<file path="src/rtl/beam_weight_pkg.sv">
// Shared constants, FSM state type and the cos/sin coefficient table for beam_weight_loader.
// Optional feature macro used by the top: BWL_READBACK_EN.
package beam_weight_pkg;

    localparam int W          = 5;
    localparam int PHASE_BITS = 4;
    localparam int FRAME_LEN  = 8;
    localparam int AMP        = (1 << (W - 1)) - 1;
    localparam int CNT_W      = $clog2(FRAME_LEN);

    localparam logic [PHASE_BITS-1:0] QUARTER = PHASE_BITS'(1 << (PHASE_BITS - 2));

    typedef enum logic [1:0] {
        IDLE   = 2'd0,
        LOOKUP = 2'd1,
        WRITE  = 2'd2,
        PEND   = 2'd3
    } bwl_state_t;

    // Quarter-wave sine in Q16 for 16 phases; the other three quadrants fold onto it.
    function automatic int quarter_q16(input int n);
        case (n)
            0:       return 0;
            1:       return 25080;
            2:       return 46341;
            3:       return 60547;
            default: return 65536;
        endcase
    endfunction

    function automatic logic signed [W-1:0] trig_sin(input logic [PHASE_BITS-1:0] k);
        int idx;
        int mag;
        idx = int'(k[PHASE_BITS-3:0]);
        if (k[PHASE_BITS-2])
            idx = int'(QUARTER) - idx;
        mag = (AMP * quarter_q16(idx) + 32768) >>> 16;
        if (mag > AMP)
            mag = AMP;
        return k[PHASE_BITS-1] ? W'(-mag) : W'(mag);
    endfunction

    function automatic logic signed [W-1:0] trig_cos(input logic [PHASE_BITS-1:0] k);
        logic [PHASE_BITS-1:0] kk;
        kk = k + QUARTER;
        return trig_sin(kk);
    endfunction

    localparam logic signed [W-1:0] RST_COS = W'(AMP);
    localparam logic signed [W-1:0] RST_SIN = '0;

endpackage

</file>
<file path="src/rtl/beam_weight_loader_rom.sv">
// bwl_trig_rom: registered cos/sin lookup of one phase code.
module bwl_trig_rom
    import beam_weight_pkg::*;
(
    input  logic                  i_clk,
    input  logic                  i_rst_n,
    input  logic                  i_rd_en,
    input  logic [PHASE_BITS-1:0] i_phase,
    output logic signed [W-1:0]   o_cos,
    output logic signed [W-1:0]   o_sin
);

    logic signed [W-1:0] r_cos;
    logic signed [W-1:0] r_sin;

    always_ff @(posedge i_clk or negedge i_rst_n) begin
        if (!i_rst_n) begin
            r_cos <= RST_COS;
            r_sin <= RST_SIN;
        end else if (i_rd_en) begin
            r_cos <= trig_cos(i_phase);
            r_sin <= trig_sin(i_phase);
        end
    end

    assign o_cos = r_cos;
    assign o_sin = r_sin;

endmodule

</file>
<file path="src/rtl/beam_weight_loader.sv">
// Two-beam phase-shifter weight loader: phase commands fill a shadow bank, commits copy it on a frame tick.
// Define BWL_READBACK_EN to add the rb_sel/rb_data shadow readback port.
module beam_weight_loader
    import beam_weight_pkg::*;
(
    input  logic                  clock,
    input  logic                  reset_n,
    input  logic                  cmd_valid,
    output logic                  cmd_ready,
    input  logic                  cmd_beam,
    input  logic [PHASE_BITS-1:0] cmd_phase,
    input  logic                  cmd_commit,
    output logic signed [W-1:0]   w_cos_1,
    output logic signed [W-1:0]   w_sin_1,
    output logic signed [W-1:0]   w_cos_2,
    output logic signed [W-1:0]   w_sin_2,
    output logic                  frame_tick,
    output logic                  update_done
`ifdef BWL_READBACK_EN
    ,
    input  logic [1:0]            rb_sel,
    output logic signed [W-1:0]   rb_data
`endif
);

    bwl_state_t            r_state;
    bwl_state_t            w_next;
    logic                  r_ready;
    logic [CNT_W-1:0]      r_cnt;
    logic                  r_tick;
    logic                  r_beam;
    logic [PHASE_BITS-1:0] r_phase;
    logic                  r_commit;
    logic                  r_pend_armed;
    logic                  r_done;
    logic signed [W-1:0]   r_shadow [4];
    logic signed [W-1:0]   r_active [4];
    logic signed [W-1:0]   w_rom_cos;
    logic signed [W-1:0]   w_rom_sin;
    logic                  w_accept;
    logic                  w_load;

    assign w_accept = cmd_valid & r_ready;
    // The tick seen in the first PEND cycle is ignored, so a commit never lands mid-frame.
    assign w_load   = (r_state == PEND) & r_pend_armed & r_tick;

    bwl_trig_rom u_rom (
        .i_clk   (clock),
        .i_rst_n (reset_n),
        .i_rd_en (r_state == LOOKUP),
        .i_phase (r_phase),
        .o_cos   (w_rom_cos),
        .o_sin   (w_rom_sin)
    );

    always_ff @(posedge clock or negedge reset_n) begin
        if (!reset_n) begin
            r_cnt  <= '0;
            r_tick <= 1'b0;
        end else begin
            r_cnt  <= (r_cnt == CNT_W'(FRAME_LEN - 1)) ? '0 : r_cnt + 1'b1;
            r_tick <= (r_cnt == CNT_W'(FRAME_LEN - 2));
        end
    end

    always_comb begin
        w_next = r_state;
        case (r_state)
            IDLE:    if (w_accept) w_next = LOOKUP;
            LOOKUP:  w_next = WRITE;
            WRITE:   w_next = r_commit ? PEND : IDLE;
            PEND:    if (w_load) w_next = IDLE;
            default: w_next = IDLE;
        endcase
    end

    always_ff @(posedge clock or negedge reset_n) begin
        if (!reset_n) begin
            r_state      <= IDLE;
            r_ready      <= 1'b0;
            r_beam       <= 1'b0;
            r_phase      <= '0;
            r_commit     <= 1'b0;
            r_pend_armed <= 1'b0;
            r_done       <= 1'b0;
        end else begin
            r_state      <= w_next;
            r_ready      <= (w_next == IDLE);
            r_pend_armed <= (r_state == PEND) && (w_next == PEND);
            r_done       <= w_load;
            if (w_accept) begin
                r_beam   <= cmd_beam;
                r_phase  <= cmd_phase;
                r_commit <= cmd_commit;
            end
        end
    end

    // Bank word order: 0 cos1, 1 sin1, 2 cos2, 3 sin2.
    always_ff @(posedge clock or negedge reset_n) begin
        if (!reset_n) begin
            for (int i = 0; i < 4; i++) begin
                r_shadow[i] <= i[0] ? RST_SIN : RST_COS;
                r_active[i] <= i[0] ? RST_SIN : RST_COS;
            end
        end else begin
            if (r_state == WRITE) begin
                r_shadow[{r_beam, 1'b0}] <= w_rom_cos;
                r_shadow[{r_beam, 1'b1}] <= w_rom_sin;
            end
            if (w_load)
                r_active <= r_shadow;
        end
    end

`ifdef BWL_READBACK_EN
    logic signed [W-1:0] r_rb_data;

    always_ff @(posedge clock or negedge reset_n) begin
        if (!reset_n)
            r_rb_data <= '0;
        else
            r_rb_data <= r_shadow[rb_sel];
    end

    assign rb_data = r_rb_data;
`endif

    assign cmd_ready   = r_ready;
    assign frame_tick  = r_tick;
    assign update_done = r_done;
    assign w_cos_1     = r_active[0];
    assign w_sin_1     = r_active[1];
    assign w_cos_2     = r_active[2];
    assign w_sin_2     = r_active[3];

endmodule

</file>
<file path="config.mk">
export PLATFORM = sky130hd
export DESIGN_NAME = beam_weight_loader
export DESIGN_NICKNAME = d
export VERILOG_FILES = /design/src/rtl/beam_weight_pkg.sv /design/src/rtl/beam_weight_loader_rom.sv /design/src/rtl/beam_weight_loader.sv
export SDC_FILE = /design/constraint.sdc
export NUM_CORES = 1
export LEC_CHECK = 0
export ABC_AREA = 1
export CORE_UTILIZATION = 60
export CTS_CLUSTER_DIAMETER = 100
export DETAILED_ROUTE_END_ITERATION = 12
export PLACE_DENSITY = 0.8
export SYNTH_ARGS = -nofsm -noshare
export SYNTH_HDL_FRONTEND = slang
export SYNTH_SLANG_ARGS = --single-unit
</file>
<file path="constraint.sdc">
create_clock -name clock -period 9.85 [get_ports clock]
set_clock_uncertainty 0.2 [all_clocks]
set_input_delay 2.4625 -clock clock [delete_from_list [all_inputs] [get_ports clock]]
set_output_delay 2.4625 -clock clock [all_outputs]
set_load 0.1 [all_outputs]
</file>
==> impl_metrics.csv, run 1 <==
group,metric,value,unit
status,status,"complete, no violations",
synth,syn_nets,827,
cts,hold_buffers,0,
cts,cts_buffers,9,
global_routing,grt_first_pass_wirelength,19.7,mm
synth,synth_area_leaders,"dfrtp_1 (20%), ha_1 (17%), nand2_1 (15%), dfstp_2 (9.4%), fa_1 (7.9%)",
cts,cts_tree,"done",
synth,netlist_instances,722,
sta,slew_violations,0,
synth,ys_warn_count,0,
place,io_buffers,31,
worst_setup_path,worstRegToRegCells,31,
worst_setup_path,critPathMostFrequentCell,"nand2_1",
finish,antennaDiodeCount,0,
cts,post_cts_resize_count,0,
place,place_congestion,0.997,
finish,final_cell_mix,"nand2_1 (217), inv_1 (106), ha_1 (74)",
route,totalWireLength,11.3,mm
cts,clk_latency,0.33,ns
floorplan,die_x,98.6,um
job,maxCapViolations,0,
route,drtPass1Iterations,5,
synth,synth_largest_area_cell,"dfrtp_1",
synth,synth_top_area_frac,0.201,
synth,syn_area,5600,um2
worst_setup_path,r2r_setup_slack,4.07,ns
floorplan,dieArea,9730,um2
floorplan,std_cell_rows,34,
floorplan,coreArea,8890,um2
worst_setup_path,cpMaxStageDelayCell,"fa_1",
cts,cts_htree_levels,3,
sta,fmax,173,MHz
route,drt_iter0_drc,208,
sta,tightest_slew,0.978,ns
cts,clockRootBuffer,"clkbuf_8",
sta,period_needed,5.78,ns
cts,path_clk_slew,0.07,ns
floorplan,initial_core_util,0.630,
worst_setup_path,crit_type,"reg -> reg",
sta,setup-violations-final,0,
route,postRouteAntennaNets,0,
global_routing,grt_pass1_vias,4472,
floorplan,die_h,98.6,um
cts,clock_path_buffers,2,
sta,rsz0062_at_grt,"false",
synth,synth_edf_count,0,
synth,synthArstFlopShare,1.00,
worst_hold_path,hold_depth,2,
cts,cts_setup_buffers,0,
worst_setup_path,critPathArrivalTime,5.80,ns
sta,finalHoldViolCount,0,
finish,drive_above_1_share,0.105,
synth,ys.flop_type,"dfrtp_1",
place,dp.final_hpwl,9.08,mm
route,viasPerCell,5.31,
route,wl_per_cell,13.0,um
finish,nNetsFinal,860,
cts,cts_num_sinks,65,
global_routing,grt_max_degree,66,
finish,synthToLayoutAreaGrowth,11.1,%
global_routing,antenna_found_initial,0,
synth,yosys_register_bits,65,
worst_setup_path,crit_required,9.87,ns
worst_setup_path,end_kind,"register",
synth,synth.avg_cell_area,7.76,um2
sta,tns,0,ns
worst_setup_path,cp_slowest_stage_delay,0.54,ns
global_routing,gr-usage-all-layers,0.252,
worst_setup_path,crit_path_start_kind,"register",
worst_hold_path,hp-class,"reg -> reg",
synth,seq_area_frac_synth,0.295,
global_routing,grt_overflow,0,
sta,fin_crit_sh,0.587,
finish,final_common_cell,"nand2_1",
worst_setup_path,worstPathMaxFanout,6,
floorplan,pin_count,32,
sta,slew_headroom,0.346,
route,remaining_drc_errors,0,
route,routed-via-count,4607,
synth,synthDistinctLibCells,41,
cell usage after synthesis (3+ instances only):
library cell	n
nand2_1	217
inv_1	106
ha_1	74
nor2_1	49
dfrtp_1	45
o21ai_0	37
nand3_1	30
a21oi_1	24
fa_1	22
dfstp_2	20
clkbuf_1	9
inv_2	9
xor2_1	8
nand2_2	7
xnor2_1	7
o21bai_1	6
a31oi_1	4
nand2_4	3
nand3_2	3
nand4_1	3
nor2_2	3
nor2_4	3
o211ai_1	3
o21ai_1	3
xor2_2	3
path summary, 6_finish.rpt:
check	startpoint	to
hold / removal	r_shadow[15]$_DFFE_PN1P_	w_cos_1[0]$_DFFE_PN1P_
setup / recovery	r_phase[0]$_DFFE_PN0P_	u_rom.o_sin[4]$_DFFE_PN0N_
hold reg to reg	r_shadow[15]$_DFFE_PN1P_	w_cos_1[0]$_DFFE_PN1P_
min in group asynchronous	reset_n	update_done$_DFF_PN0_
max in group asynchronous	reset_n	r_phase[3]$_DFFE_PN0P_
setup reg to reg	r_phase[0]$_DFFE_PN0P_	u_rom.o_sin[4]$_DFFE_PN0N_
critical path, delay by kind of cell (launching register included):
| family | cells | cell delay [ns] |
|---|---|---|
| adder cells (fa/ha/maj) | 6 | 2.15 |
| buffers and inverters | 7 | 0.62 |
| flip-flops | 1 | 0.49 |
| AO/OA/AOI/OAI | 4 | 0.52 |
| AND/OR/NAND/NOR | 14 | 1.70 |
through the flow:
| stage | setup WS (ns) | instance area (um2) | util | hold slack [ns] | cells |
|---|---|---|---|---|---|
| after global placement | 4.34 | 6010 | 0.676 | 0.238 | 852 |
| after floorplan | 4.71 | 5600 | - | 0.222 | 722 |
| final | 4.07 | 6230 | 0.700 | 0.262 | 868 |
| after global routing | 3.50 | 6230 | 0.700 | 0.282 | 868 |
| after detailed placement | 4.13 | 6010 | 0.676 | 0.254 | 852 |
| after CTS | 4.11 | 6230 | 0.700 | 0.267 | 868 |
routing by layer:
metal | vias to the layer above | wire [um] | track usage
li1 | 2329 | - | -
met1 | 2178 | 5180 | 0.322
met5 | - | 0 | 0
met3 | 16 | 270 | 0.0255
met2 | 84 | 5680 | 0.443
met4 | 0 | 184 | 0.0964
layout make-up:
| class | count | area [um2] |
|---|---|---|
| Tap cell | 108 | 135 |
| Timing Repair Buffer | 33 | 320 |
| Clock inverter | 7 | 93.8 |
| Multi-Input combinational cell | 529 | 3460 |
| Clock buffer | 9 | 124 |
| Fill cell | 699 | 2670 |
| Sequential cell | 65 | 1650 |
| Inverter | 117 | 444 |
state kept, by name, summed over array words and instances, names as in the netlist, 2 cells and up:
register / flops
r_phase: 4
w_sin_2: 5
r_state: 2
w_cos_2: 5
u_rom.o_sin: 5
u_rom.o_cos: 5
r_shadow: 20
w_cos_1: 5
r_cnt: 3
w_sin_1: 5
logic make-up (layout without fill, tap and decap cells):
kind of cell	count (synthesis)	in the layout	share of synthesized area
and+or+nand+nor	323	323	0.242
adders and majority gates	96	96	0.244
muxes	2	2	0.00402
buffers and inverters	128	166	0.0882
xor gates and xnor gates	18	18	0.0322
AOI/OAI and AO/OA	90	90	0.0947
DFF	65	65	0.295
Power of run 1 is not shown: default switching activity piles up to over one toggle a cycle in this logic, so the estimate is an artifact.
==> inputs of run 2 (changes only) <==
- CORE_UTILIZATION: 60 -> 55
- PLACE_DENSITY: 0.8 -> 0.77
- clock period: 9.85 -> 4.8 ns (I/O delays scaled with it)
==> run 2 against run 1 <==
Against the previous run: critical path depth fell by 1; count of clock-buffer cells in the layout rose by 1; non-clock buffer count rose by 32; fmax rose by 23%; critical path type unchanged; critical endpoint is now u_rom.o_sin[1]$_DFFE_PN0N_.
==> impl_metrics.csv, run 2 (synthesis results as in run 1) <==
group,metric,value,unit
finish,largest_reg_flops,20,
finish,antennaDiodeCount,0,
global_routing,grt_max_degree,42,
worst_hold_path,hp-class,"reg -> reg",
sta,fin_ws,0.0832,ns
worst_setup_path,cp_slowest_stage_delay,0.55,ns
cts,clockRootBuffer,"clkbuf_8",
cts,hold_buffers,0,
worst_setup_path,worstPathMaxFanout,5,
sta,finalHoldViolCount,0,
route,totalWireLength,12.4,mm
sta,setup-violations-final,0,
sta,slew_headroom,0.346,
place,dpl_worst_slack,-0.116,ns
route,routed-via-count,4857,
place,dp.final_hpwl,9.44,mm
global_routing,grt_overflow,0,
floorplan,dieArea,10600,um2
worst_setup_path,end_kind,"register",
worst_hold_path,hold_start,"r_cnt[0]$_DFF_PN0_",
floorplan,pin_count,32,
finish,nNetsFinal,892,
place,io_buffers,31,
worst_setup_path,crit_required,4.82,ns
global_routing,antenna_found_initial,0,
route,viasPerCell,5.25,
sta,tns,0,ns
route,wl_per_cell,13.4,um
route,met1_length,5.42,mm
sta,tightest_slew,0.977,ns
cts,clk_latency,0.34,ns
worst_setup_path,critPathArrivalTime,4.73,ns
route,drtPass1Iterations,5,
cts,cts_htree_levels,3,
cts,clock_path_buffers,2,
cts,cts_buffers,9,
finish,drive_above_1_share,0.206,
global_routing,gr-usage-all-layers,0.239,
cts,cts_num_sinks,65,
floorplan,coreArea,9820,um2
route,top_layer_used,"met4",
place,post-place-cells,896,
finish,final_cell_mix,"nand2_1 (211), inv_1 (97), ha_1 (60)",
global_routing,grt_first_pass_wirelength,20.1,mm
finish,regMostFlops,"r_shadow",
cts,path_clk_slew,0.08,ns
sta,period_needed,4.72,ns
worst_setup_path,cp-startpoint,"r_phase[1]$_DFFE_PN0P_",
floorplan,die_h,103,um
route,remaining_drc_errors,0,
floorplan,std_cell_rows,36,
sta,slew_violations,0,
finish,synthToLayoutAreaGrowth,21.8,%
finish,fill_cells,796,
worst_setup_path,critPathMostFrequentCell,"ha_4",
place,place_congestion,0.889,
sta,fmax,212,MHz
worst_setup_path,r2r_start,"r_phase[1]$_DFFE_PN0P_",
route,postRouteAntennaNets,0,
cts,cts_tree,"done",
floorplan,die_x,103,um
place,postPlaceCellArea,6210,um2
finish,final_cells,925,
floorplan,initial_core_util,0.571,
route,drt_iter0_drc,239,
worst_setup_path,cpMaxStageDelayCell,"fa_1",
global_routing,grt_pass1_vias,4673,
finish,final_common_cell,"nand2_1",
route,wl_met3,570,um
sta,fin_crit_sh,0.983,
route,dr_wl_met2,6.14,mm
status,status,"complete, no violations",
worst_setup_path,crit_type,"reg -> reg",
job,maxCapViolations,0,
finish,fin_area,6830,um2
worst_setup_path,crit_path_start_kind,"register",
run 2: final timing paths:
path                       cells after the start                         end  slack (ns)
max in group asynchronous                      2     r_shadow[7]$_DFFE_PN1P_        2.70
min in group asynchronous                      1       update_done$_DFF_PN0_        0.79
hold / removal                                 1          r_cnt[0]$_DFF_PN0_        0.25
hold reg to reg                                1          r_cnt[0]$_DFF_PN0_        0.25
setup reg to reg                              30  u_rom.o_sin[1]$_DFFE_PN0N_        0.08
setup / recovery                              30  u_rom.o_sin[1]$_DFFE_PN0N_        0.08
run 2: critical path, delay by kind of cell (launching register included):
kind            cells  cell delay (ns)
compound gates      6             0.67
flops               1             0.37
simple gates       11             1.04
buf+inv             7             0.58
fa+ha+maj           6             1.74
run 2: timing repair:
action                     CTS  global route
resized for setup            6            53
pin swaps                    0            12
buffers inserted             1            12
setup endpoints to repair    7            10
gates cloned                 0             0
run 2: cell type report:
type,instances,area (um2),share of cell area
timing repair buffer,65,572,0.0838
sequential,65,1650,0.242
clock inverter,6,91.3,0.0134
clock buffer,10,128,0.0187
tap,133,166,0.0244
inverter,117,447,0.0654
multi-input combinational,529,3770,0.552
run 2: metrics by stage:
stage                     hold slack, ns  utilization
after floorplan                    0.222            -
after global placement             0.234        0.633
after detailed placement           0.240        0.633
after CTS                          0.250        0.660
after global routing               0.257        0.695
final                              0.248        0.695
run 2: per-layer routing:
metal,vias to the layer above,GRT usage
met5,-,0
met4,0,0.0520
met3,28,0.0454
met2,148,0.421
met1,2272,0.306
li1,2409,-
Power of run 2 is left out for the same reason.
